## src/rtl/asc_instr_loader_if.sv

```systemverilog
// ----------------------------------------------------------------------------
// asc_instr_loader_if
// Bundles the two handshakes around the ASCII instruction loader:
//   - character stream in  : ch_valid / ch_ready / ch_data
//   - instruction-memory write port : wr_en / wr_ready / wr_addr / wr_data
//   - line status           : err / err_cnt / digit_cnt
// Modports:
//   slave  - the loader itself (consumes characters, issues writes)
//   master - the environment (character source + instruction memory)
// Parameter:
//   ADDR_W - instruction-memory word address width
// ----------------------------------------------------------------------------
interface asc_instr_loader_if #(
    parameter int ADDR_W = 8
);
    logic              ch_valid;
    logic              ch_ready;
    logic [7:0]        ch_data;
    logic              wr_en;
    logic              wr_ready;
    logic [ADDR_W-1:0] wr_addr;
    logic [31:0]       wr_data;
    logic              err;
    logic [7:0]        err_cnt;
    logic [3:0]        digit_cnt;

    modport slave (
        input  ch_valid,
        input  ch_data,
        input  wr_ready,
        output ch_ready,
        output wr_en,
        output wr_addr,
        output wr_data,
        output err,
        output err_cnt,
        output digit_cnt
    );

    modport master (
        output ch_valid,
        output ch_data,
        output wr_ready,
        input  ch_ready,
        input  wr_en,
        input  wr_addr,
        input  wr_data,
        input  err,
        input  err_cnt,
        input  digit_cnt
    );
endinterface

```

## src/rtl/asc_instr_loader.sv

```systemverilog
// ----------------------------------------------------------------------------
// asc_instr_loader
// Turns a stream of ASCII hex characters into 32-bit MIPS instruction words
// and writes each completed word to instruction memory at an auto-incrementing
// word address (wrapping modulo 2**ADDR_W).
//
// A line is 8 hex digits (0-9, A-F, a-f) closed by LF or CR. Spaces and '_'
// are cosmetic separators, backspace (0x08) removes the last digit. Short
// lines, overlong lines and lines containing any other byte are rejected
// with a one-cycle err pulse and counted in err_cnt (saturating at 255).
//
// Ports:
//   clk    - system clock, rising edge
//   rst_n  - asynchronous active-low reset
//   bus    - asc_instr_loader_if.slave
//            ch_valid/ch_ready/ch_data : character stream
//            wr_en/wr_ready/wr_addr/wr_data : instruction-memory write port
//            err/err_cnt/digit_cnt : line status
//
// Build option:
//   OPCODE_CHECK_EN - when defined, a complete word whose opcode (bits 31:26)
//                     is not one the pipeline implements is rejected instead
//                     of written.
//
// state   | meaning
// --------+------------------------------------------------------------------
// COLLECT | accepting characters, assembling the current line
// HOLD    | word complete, wr_en asserted until memory takes it
// DISCARD | line already rejected, dropping characters up to the terminator
// ----------------------------------------------------------------------------
module asc_instr_loader #(
    parameter int ADDR_W = 8
) (
    input  logic                clk,
    input  logic                rst_n,
    asc_instr_loader_if.slave   bus
);

    typedef enum logic [1:0] {
        COLLECT = 2'd0,
        HOLD    = 2'd1,
        DISCARD = 2'd2
    } state_t;

    state_t            state, state_n;
    logic [31:0]       word, word_n;
    logic [3:0]        digit_cnt, digit_n;
    logic [ADDR_W-1:0] wr_addr, wr_addr_n;
    logic [31:0]       wr_data, wr_data_n;
    logic              err, err_n;
    logic [7:0]        err_cnt, err_cnt_n;

    logic              ch_take;
    logic [7:0]        ch;
    logic              ch_hex;
    logic [3:0]        ch_nib;
    logic              ch_bs;
    logic              ch_skip;
    logic              ch_term;
    logic              opcode_ok;

    // ------------------------------------------------------------------
    // Character classification
    // ------------------------------------------------------------------
    assign ch = bus.ch_data;

    always_comb begin
        ch_hex = 1'b0;
        ch_nib = 4'h0;
        if (ch >= 8'h30 && ch <= 8'h39) begin
            ch_hex = 1'b1;
            ch_nib = ch[3:0];
        end else if (ch >= 8'h41 && ch <= 8'h46) begin
            // 'A'..'F' have low nibble 1..6, so +9 yields 10..15
            ch_hex = 1'b1;
            ch_nib = ch[3:0] + 4'd9;
        end else if (ch >= 8'h61 && ch <= 8'h66) begin
            ch_hex = 1'b1;
            ch_nib = ch[3:0] + 4'd9;
        end
    end

    assign ch_bs   = (ch == 8'h08);
    assign ch_skip = (ch == 8'h20) || (ch == 8'h5F);
    assign ch_term = (ch == 8'h0A) || (ch == 8'h0D);

    // ------------------------------------------------------------------
    // Opcode filter
    // ------------------------------------------------------------------
`ifdef OPCODE_CHECK_EN
    always_comb begin
        case (word[31:26])
            6'h00,                  // R-type
            6'h23,                  // LW
            6'h2B,                  // SW
            6'h04,                  // BEQ
            6'h05,                  // BNE
            6'h02,                  // J
            6'h08,                  // ADDI
            6'h0C,                  // ANDI
            6'h0D:                  // ORI
                opcode_ok = 1'b1;
            default:
                opcode_ok = 1'b0;
        endcase
    end
`else
    assign opcode_ok = 1'b1;
`endif

    // ------------------------------------------------------------------
    // Handshake outputs follow directly from the registered state, so
    // wr_en rises in the cycle after the terminator is consumed.
    // ------------------------------------------------------------------
    assign bus.ch_ready  = (state != HOLD);
    assign bus.wr_en     = (state == HOLD);
    assign bus.wr_addr   = wr_addr;
    assign bus.wr_data   = wr_data;
    assign bus.err       = err;
    assign bus.err_cnt   = err_cnt;
    assign bus.digit_cnt = digit_cnt;

    assign ch_take = bus.ch_valid && (state != HOLD);

    // ------------------------------------------------------------------
    // Next-state / datapath
    // ------------------------------------------------------------------
    always_comb begin
        state_n   = state;
        word_n    = word;
        digit_n   = digit_cnt;
        wr_addr_n = wr_addr;
        wr_data_n = wr_data;
        err_n     = 1'b0;
        err_cnt_n = err_cnt;

        case (state)
            COLLECT: begin
                if (ch_take) begin
                    if (ch_hex) begin
                        if (digit_cnt == 4'd8) begin
                            // ninth digit: line is too long
                            err_n   = 1'b1;
                            state_n = DISCARD;
                        end else begin
                            word_n  = {word[27:0], ch_nib};
                            digit_n = digit_cnt + 4'd1;
                        end
                    end else if (ch_bs) begin
                        if (digit_cnt != 4'd0) begin
                            word_n  = {4'h0, word[31:4]};
                            digit_n = digit_cnt - 4'd1;
                        end
                    end else if (ch_skip) begin
                        // separators are purely cosmetic
                    end else if (ch_term) begin
                        if (digit_cnt == 4'd8) begin
                            if (opcode_ok) begin
                                wr_data_n = word;
                                state_n   = HOLD;
                            end else begin
                                err_n   = 1'b1;
                                digit_n = 4'd0;
                                word_n  = 32'h0;
                            end
                        end else if (digit_cnt != 4'd0) begin
                            // short line; the terminator itself ends it,
                            // so there is nothing left to discard
                            err_n   = 1'b1;
                            digit_n = 4'd0;
                            word_n  = 32'h0;
                        end
                    end else begin
                        err_n   = 1'b1;
                        state_n = DISCARD;
                    end
                end
            end

            DISCARD: begin
                if (ch_take && ch_term) begin
                    digit_n = 4'd0;
                    word_n  = 32'h0;
                    state_n = COLLECT;
                end
            end

            HOLD: begin
                if (bus.wr_ready) begin
                    wr_addr_n = wr_addr + ADDR_W'(1);
                    digit_n   = 4'd0;
                    word_n    = 32'h0;
                    state_n   = COLLECT;
                end
            end

            default: begin
                state_n = COLLECT;
                digit_n = 4'd0;
                word_n  = 32'h0;
            end
        endcase

        if (err_n && (err_cnt != 8'hFF)) begin
            err_cnt_n = err_cnt + 8'd1;
        end
    end

    // ------------------------------------------------------------------
    // State register
    // ------------------------------------------------------------------
    always_ff @(posedge clk or negedge rst_n) begin
        if (!rst_n) begin
            state     <= COLLECT;
            word      <= 32'h0;
            digit_cnt <= 4'd0;
            wr_addr   <= '0;
            wr_data   <= 32'h0;
            err       <= 1'b0;
            err_cnt   <= 8'd0;
        end else begin
            state     <= state_n;
            word      <= word_n;
            digit_cnt <= digit_n;
            wr_addr   <= wr_addr_n;
            wr_data   <= wr_data_n;
            err       <= err_n;
            err_cnt   <= err_cnt_n;
        end
    end

endmodule
```

## src/flat_wrapper.sv

```systemverilog
// flat-port wrapper written by rule: the top's interface ports become plain ports
module asc_instr_loader_flat 
#(
    parameter int ADDR_W = 8
)
  (clk, rst_n, bus_ch_valid, bus_ch_data, bus_wr_ready, bus_ch_ready, bus_wr_en, bus_wr_addr, bus_wr_data, bus_err, bus_err_cnt, bus_digit_cnt);
  asc_instr_loader_if #(.ADDR_W(ADDR_W)) bus_i ();
  input  logic clk;
  input  logic rst_n;
  input wire logic [$bits(bus_i.ch_valid)-1:0] bus_ch_valid;
  input wire logic [$bits(bus_i.ch_data)-1:0] bus_ch_data;
  input wire logic [$bits(bus_i.wr_ready)-1:0] bus_wr_ready;
  output wire logic [$bits(bus_i.ch_ready)-1:0] bus_ch_ready;
  output wire logic [$bits(bus_i.wr_en)-1:0] bus_wr_en;
  output wire logic [$bits(bus_i.wr_addr)-1:0] bus_wr_addr;
  output wire logic [$bits(bus_i.wr_data)-1:0] bus_wr_data;
  output wire logic [$bits(bus_i.err)-1:0] bus_err;
  output wire logic [$bits(bus_i.err_cnt)-1:0] bus_err_cnt;
  output wire logic [$bits(bus_i.digit_cnt)-1:0] bus_digit_cnt;
  assign bus_i.ch_valid = bus_ch_valid;
  assign bus_i.ch_data = bus_ch_data;
  assign bus_i.wr_ready = bus_wr_ready;
  assign bus_ch_ready = bus_i.ch_ready;
  assign bus_wr_en = bus_i.wr_en;
  assign bus_wr_addr = bus_i.wr_addr;
  assign bus_wr_data = bus_i.wr_data;
  assign bus_err = bus_i.err;
  assign bus_err_cnt = bus_i.err_cnt;
  assign bus_digit_cnt = bus_i.digit_cnt;
  asc_instr_loader #(.ADDR_W(ADDR_W)) u_core (.clk(clk), .rst_n(rst_n), .bus(bus_i));
endmodule
```

## config.mk

```make
export PLATFORM = sky130hd
export DESIGN_NAME = asc_instr_loader_flat
export DESIGN_NICKNAME = d
export VERILOG_FILES = /design/src/rtl/asc_instr_loader_if.sv /design/src/rtl/asc_instr_loader.sv /design/src/flat_wrapper.sv
export SDC_FILE = /design/constraint.sdc
export NUM_CORES = 1
export LEC_CHECK = 0
export BUFFER_PORTS_ARGS = -buffer_cell sky130_fd_sc_hd__buf_2
export CAP_MARGIN = 10
export CORE_MARGIN = 2
export CORE_UTILIZATION = 55
export CTS_CLUSTER_SIZE = 25
export DETAILED_ROUTE_END_ITERATION = 7
export GPL_TIMING_DRIVEN = 0
export PLACE_DENSITY = 0.82
export SETUP_SLACK_MARGIN = 0.15
export SYNTH_ARGS = -nofsm -noshare
export SYNTH_HDL_FRONTEND = slang
export SYNTH_SLANG_ARGS = --single-unit
```

## constraint.sdc

```tcl
create_clock -name clk -period 3.3 [get_ports clk]
set_input_delay 0.825 -clock clk [delete_from_list [all_inputs] [get_ports clk]]
set_output_delay 0.825 -clock clk [all_outputs]
set_load 0.005 [all_outputs]
```

* After elaboration in Yosys (flattened, before gate mapping)
Cells that the tools add are included.
** Word-level totals
- Flip-flop bits (word level) :: 87
- Bits of input ports :: 12
- Output and inout bits :: 55
- Word-level logic and storage cells :: 107
** Operators by class
- $add $sub $neg :: 5
- Magnitude comparators :: 6
- Eq/ne operators :: 23
- Multiplexer cells :: 49
- Bitwise operators :: 3
- Reduce and logical (&&, ||, !) cells :: 14
** Operators by type and width (number)
- 32-bit 2-to-1 mux :: 11
- 32-bit one-hot mux with 3 select lines :: 1
- 4-bit 2-to-1 mux :: 14
- 8-bit by 4-bit equality test with 1-bit output, second input constant :: 3
- 2-bit 2-to-1 mux :: 9
- 8-bit by 1-bit adder with 8-bit output, second input constant :: 2
- 8-bit by 7-bit greater-or-equal comparator with 1-bit output, second input constant :: 2
- 8-bit by 7-bit <= comparator with 1-bit output, second input constant :: 2
- 7-bit AND reduction :: 2
- 1-bit 2-to-1 mux :: 12
- 4-bit one-hot mux with 3 select lines :: 1
- 5-bit by 3-bit inequality test with 1-bit output, second input constant :: 2
- 9-bit AND reduction :: 1
- 8-bit by 6-bit equality test with 1-bit output, second input constant :: 1
- 8-bit by 7-bit equality test with 1-bit output, second input constant :: 1
- 8-bit by 6-bit greater-or-equal comparator with 1-bit output, second input constant :: 1
- 8-bit by 6-bit <= comparator with 1-bit output, second input constant :: 1
- 8-bit inequality test, second input constant :: 1
- 1-bit logical AND :: 6
- 2-bit by 1-bit inequality test with 1-bit output, second input constant :: 3
- 3-bit by 2-bit inequality test with 1-bit output, second input constant :: 2
- 3-bit inequality test, second input constant :: 2
- 6-bit by 4-bit inequality test with 1-bit output, second input constant :: 1
- 2-bit one-hot mux with 3 select lines :: 1
- 15 further kinds :: 18

* Depth between registers and ports, before layout
- Depth in word-level cells :: 10
- Gate-level depth with buffers :: 11
- Mapped depth without buffers :: 9

* Worst setup path before layout
Ideal clock, no wire load.
- Kind :: in2reg
- Start :: input bus_ch_data[0]
- End :: register u_core.word[10]
- Setup time :: 127 ps
- Arrival :: 2550 ps
- Required time :: 3173 ps
- Setup slack :: 622 ps
- Stages on the path :: 9
- Path buffers :: 2
- Cell sequence :: inv_1 -> ha_1 -> inv_1 -> o311ai_2 -> a31oi_1 -> a211oi_2 -> buf_4 -> buf_6 -> mux2_1
** Between the ends
- Longest elaborated chain between the ends :: 8
- Elaborated cells between the ends (all ways) :: 32
- Classes of those cells :: order compare (6); eq/ne (12); mux (7); reduce/logical (7)
** Ends and longest elaborated chain
- start, declared :: line flat_wrapper.sv:11 : input wire logic [$bits(bus_i.ch_data)-1:0] bus_ch_data;
- 8-bit by 7-bit greater-or-equal comparator with 1-bit output or 8-bit by 7-bit <= comparator with 1-bit output (tied branches) :: line asc_instr_loader.sv:77 : end else if (ch >= 8'h61 && ch <= 8'h66) begin
- 1-bit logical AND :: line asc_instr_loader.sv:77
- 1-bit 2-to-1 mux :: line asc_instr_loader.sv:77
- 1-bit 2-to-1 mux :: line asc_instr_loader.sv:73 : end else if (ch >= 8'h41 && ch <= 8'h46) begin
- 1-bit 2-to-1 mux :: line asc_instr_loader.sv:70 : if (ch >= 8'h30 && ch <= 8'h39) begin
- 32-bit 2-to-1 mux :: line asc_instr_loader.sv:140 : if (ch_hex) begin
- 32-bit 2-to-1 mux :: line asc_instr_loader.sv:139 : if (ch_take) begin
- 32-bit one-hot mux with 3 select lines :: line asc_instr_loader.sv:137 : case (state)
- end signal, assigned :: line asc_instr_loader.sv:223 : word <= word_n;
- end, declared :: line asc_instr_loader.sv:46 : logic [31:0] word, word_n;
Parallel ways exist; a longest one is shown, timed or not. The select of a mux whose other input is x is not followed.
A chain may end at the register's enable or synchronous reset.

* Final worst setup path
- Start :: input bus_ch_data[0]
- End :: register u_core.word[21]
Same word-level chain as after synthesis.

==> reports/results.ini <==
[layout]
antennaDiodeCount=0
drive_above_1_share_pct=30.4
final_util_pct=64.8
final_nets=490
finalInstanceArea_um2=4950
multiInputGateArea_um2=1910
fin_cells=576
regArea_um2=2180
fill_cells=631
area_growth_pct=15.6

[drt]
drtIter0Drc=176
firstDrtPassIters=5
viasPerCell=5.79
vias=3333
wire_per_inst_um=16.1
ant_nets=0
drc=0
wl_mm=9.28

[worst_setup_path]
crit_path_frequent_cell=inv_1
cp-start-kind=input pin
cp_max_fo=10
worstPathRequired_ns=3.54
critPathMaxStageDelay_ns=0.53
timing_worst_setup_path_type=in -> reg
cpMaxStageDelayCell=o311ai_2
crit_chain=buf_2, inv_1, ha_1, inv_1, o311ai_2, a31oi_1, a211oi_2, buf_4, buf_6, mux2_1
setup.worst_path.end_class=flip-flop
arrival_ns=3.11

[sta]
hold_viol=0
period_needed_ns=2.87
post-route-period-util_pct=87.0
clock_skew_ns=0.00838
maxSlewViolCount=0
finalSetupTns_ns=0
worst_slew_pin_slew_ns=0.570
hold_ws_ns=0.371
slew_headroom_pct=61.8
timing.fmax_mhz=348
setup_ws_ns=0.428
setup_viol=0
rsz0062_at_grt=no

[logic_synthesis]
yosysTopAreaCell=dfrtp_1
syn_avg_cell_area_um2=11.0
synth_top_area_share_pct=50.8
seq_area_frac_synth_pct=50.8
synth_edf_count=0
ys.flop_type=dfrtp_1
syn-num-nets=412
synth-seq-cells=87
synth-async-reset-ratio_pct=100
synthXorXnorAreaFrac_pct=2.45
netlist_area_um2=4290
synthMuxAreaShare_pct=13.6
synth_compound_area_share_pct=13.1
synthAdderAreaFrac_pct=2.63
yosysWarnings=0
ys_top_cells_by_area=dfrtp_1 51%, mux2_2 11%, nor2_1 3.7%
synth_cell_types=61
synthCells=391
synth-simple-area-share_pct=12.8
synth_top_family_by_area=multiplexers

[cts]
clock-root-buffer=clkbuf_8
clock-sinks=87
cts_buffer_depth=2
h-tree-depth=3
cts_tree=built
postCtsResizedCells=0
postCtsHoldBufs=0
numCtsBuffers=9
postCtsSetupRepairBufs=0
cts.clk_slew.worst_paths_ns=0.09
insertion_delay_ns=0.35

[global_route]
gr-usage-met1_pct=29.8
busiest_layer=met2
met2_usage_pct=38.5
grt_pass1_wl_mm=15.5
grt_usage_pct=23.1
use_met3_pct=3.94
overflow=0
grt_start_max_net_pins=63
antenna_found_initial=0
grt_pass1_vias=3267

[die]
num_rows=32
core_area_um2=7650
die_x_um=92.3
die_area_um2=8510
start_util_pct=56.0
die_y_um=92.3
io_pins=67

[placement]
dp_cells=560
gp_congestion=0.909
dp_slack_ns=0.0869
place_hpwl_mm=6.71
portBuffers=66
dpl_cell_area_um2=4770

[worst_hold_path]
hold_path.class=in -> async

[run_status]
status=completed

[power_and_ir_drop]
ir_drop_uv=260
power_leakage_nw=2.51
finalPower_mw=2.52
powerDensity_nw_per_um2=509

[run]
drv_cap=0

-- sequential cells by signal (all words and copies together) (netlist names) --
name / cells
u_core.word: 32
u_core.bus.wr_addr: 8
u_core.bus.err: 1
u_core.bus.digit_cnt: 4
u_core.bus.wr_data: 32
u_core.bus.err_cnt: 8
u_core.state: 2
-- power breakdown --
group          internal (mW)  switching (mW)
Sequential              1.20           0.174
Clock                  0.297           0.386
Combinational          0.204           0.256
-- cell usage after synthesis (all sizes together) (2+ instances only) --
| master | instances |
|---|---|
| and2 | 3 |
| a22oi | 9 |
| xor2 | 5 |
| dfrtp | 87 |
| and3 | 4 |
| clkbuf | 8 |
| mux2 | 51 |
| a211oi | 2 |
| nand3 | 17 |
| inv | 20 |
| nor2 | 42 |
| o22ai | 3 |
| nand2 | 15 |
| ha | 9 |
| buf | 13 |
| a22o | 4 |
| nand2b | 3 |
| o31ai | 3 |
| nor2b | 3 |
| nor3 | 4 |
| xnor2 | 7 |
| nand4 | 6 |
| nor4b | 2 |
| o21ai | 13 |
| o311ai | 2 |
| a21oi | 27 |
| a31oi | 3 |
-- final cells by class --
class | instances | area share, %
Buffer | 21 | 2.40
Clock buffer | 10 | 2.78
Clock inverter | 6 | 0.884
Inverter | 20 | 1.52
Multi-Input combinational cell | 263 | 38.6
Sequential cell | 87 | 43.9
Tap cell | 102 | 2.58
Timing Repair Buffer | 67 | 7.27
-- layout by cell type (no fill, tap or decap), types with 5 or more instances in the layout --
cell type  synthesis  layout
dfrtp_1           87      87
buf_2              8      73
nor2_1            42      42
mux2_2            41      41
a21oi_1           27      27
inv_1             20      20
nand3_1           17      17
nand2_1           15      15
o21ai_0           13      13
mux2_1            10      10
clkbuf_8           0      10
a22oi_1            9       9
ha_1               9       9
clkbuf_1           8       8
xnor2_1            7       7
nand4_1            6       6
xor2_1             5       5
-- logic make-up (layout without fill, tap and decap cells) --
family                     count (synthesis)  count (layout)
AOI/OAI and AO/OA                         82              82
xor gates and xnor gates                  12              12
adders and majority gates                  9               9
buffers and inverters                     41             124
DFF                                       87              87
muxes                                     52              52
and+or+nand+nor                          108             108
-- metal layers --
| layer | up-vias | share of wire (%) |
|---|---|---|
| li1 | 1550 | - |
| met1 | 1640 | 42 |
| met4 | 0 | 2.4 |
| met2 | 123 | 50 |
| met5 | - | 0 |
| met3 | 20 | 5.5 |
-- path summary, 6_finish.rpt --
check                                             start                       to  slack (ns)  cells past startpoint
worst max register to register  u_core.bus.digit_cnt[0]          u_core.word[21]        0.74                      9
worst max-delay path                     bus_ch_data[0]          u_core.word[21]        0.43                     10
worst min register to register    u_core.bus.wr_addr[7]    u_core.bus.wr_addr[7]        0.48                      1
worst min-delay path                              rst_n    u_core.bus.err_cnt[5]        0.37                      1
max in group asynchronous                         rst_n  u_core.bus.digit_cnt[1]        2.31                      2
min in group clk                  u_core.bus.wr_addr[7]    u_core.bus.wr_addr[7]        0.48                      1
-- critical path: cells and delay by family --
family / cells / cell delay [ns]
muxes: 1 / 0.34
AOI/OAI and AO/OA: 3 / 1.03
buffers and inverters: 5 / 0.73
adders and majority gates: 1 / 0.18
(Power assumes the default switching activity.)
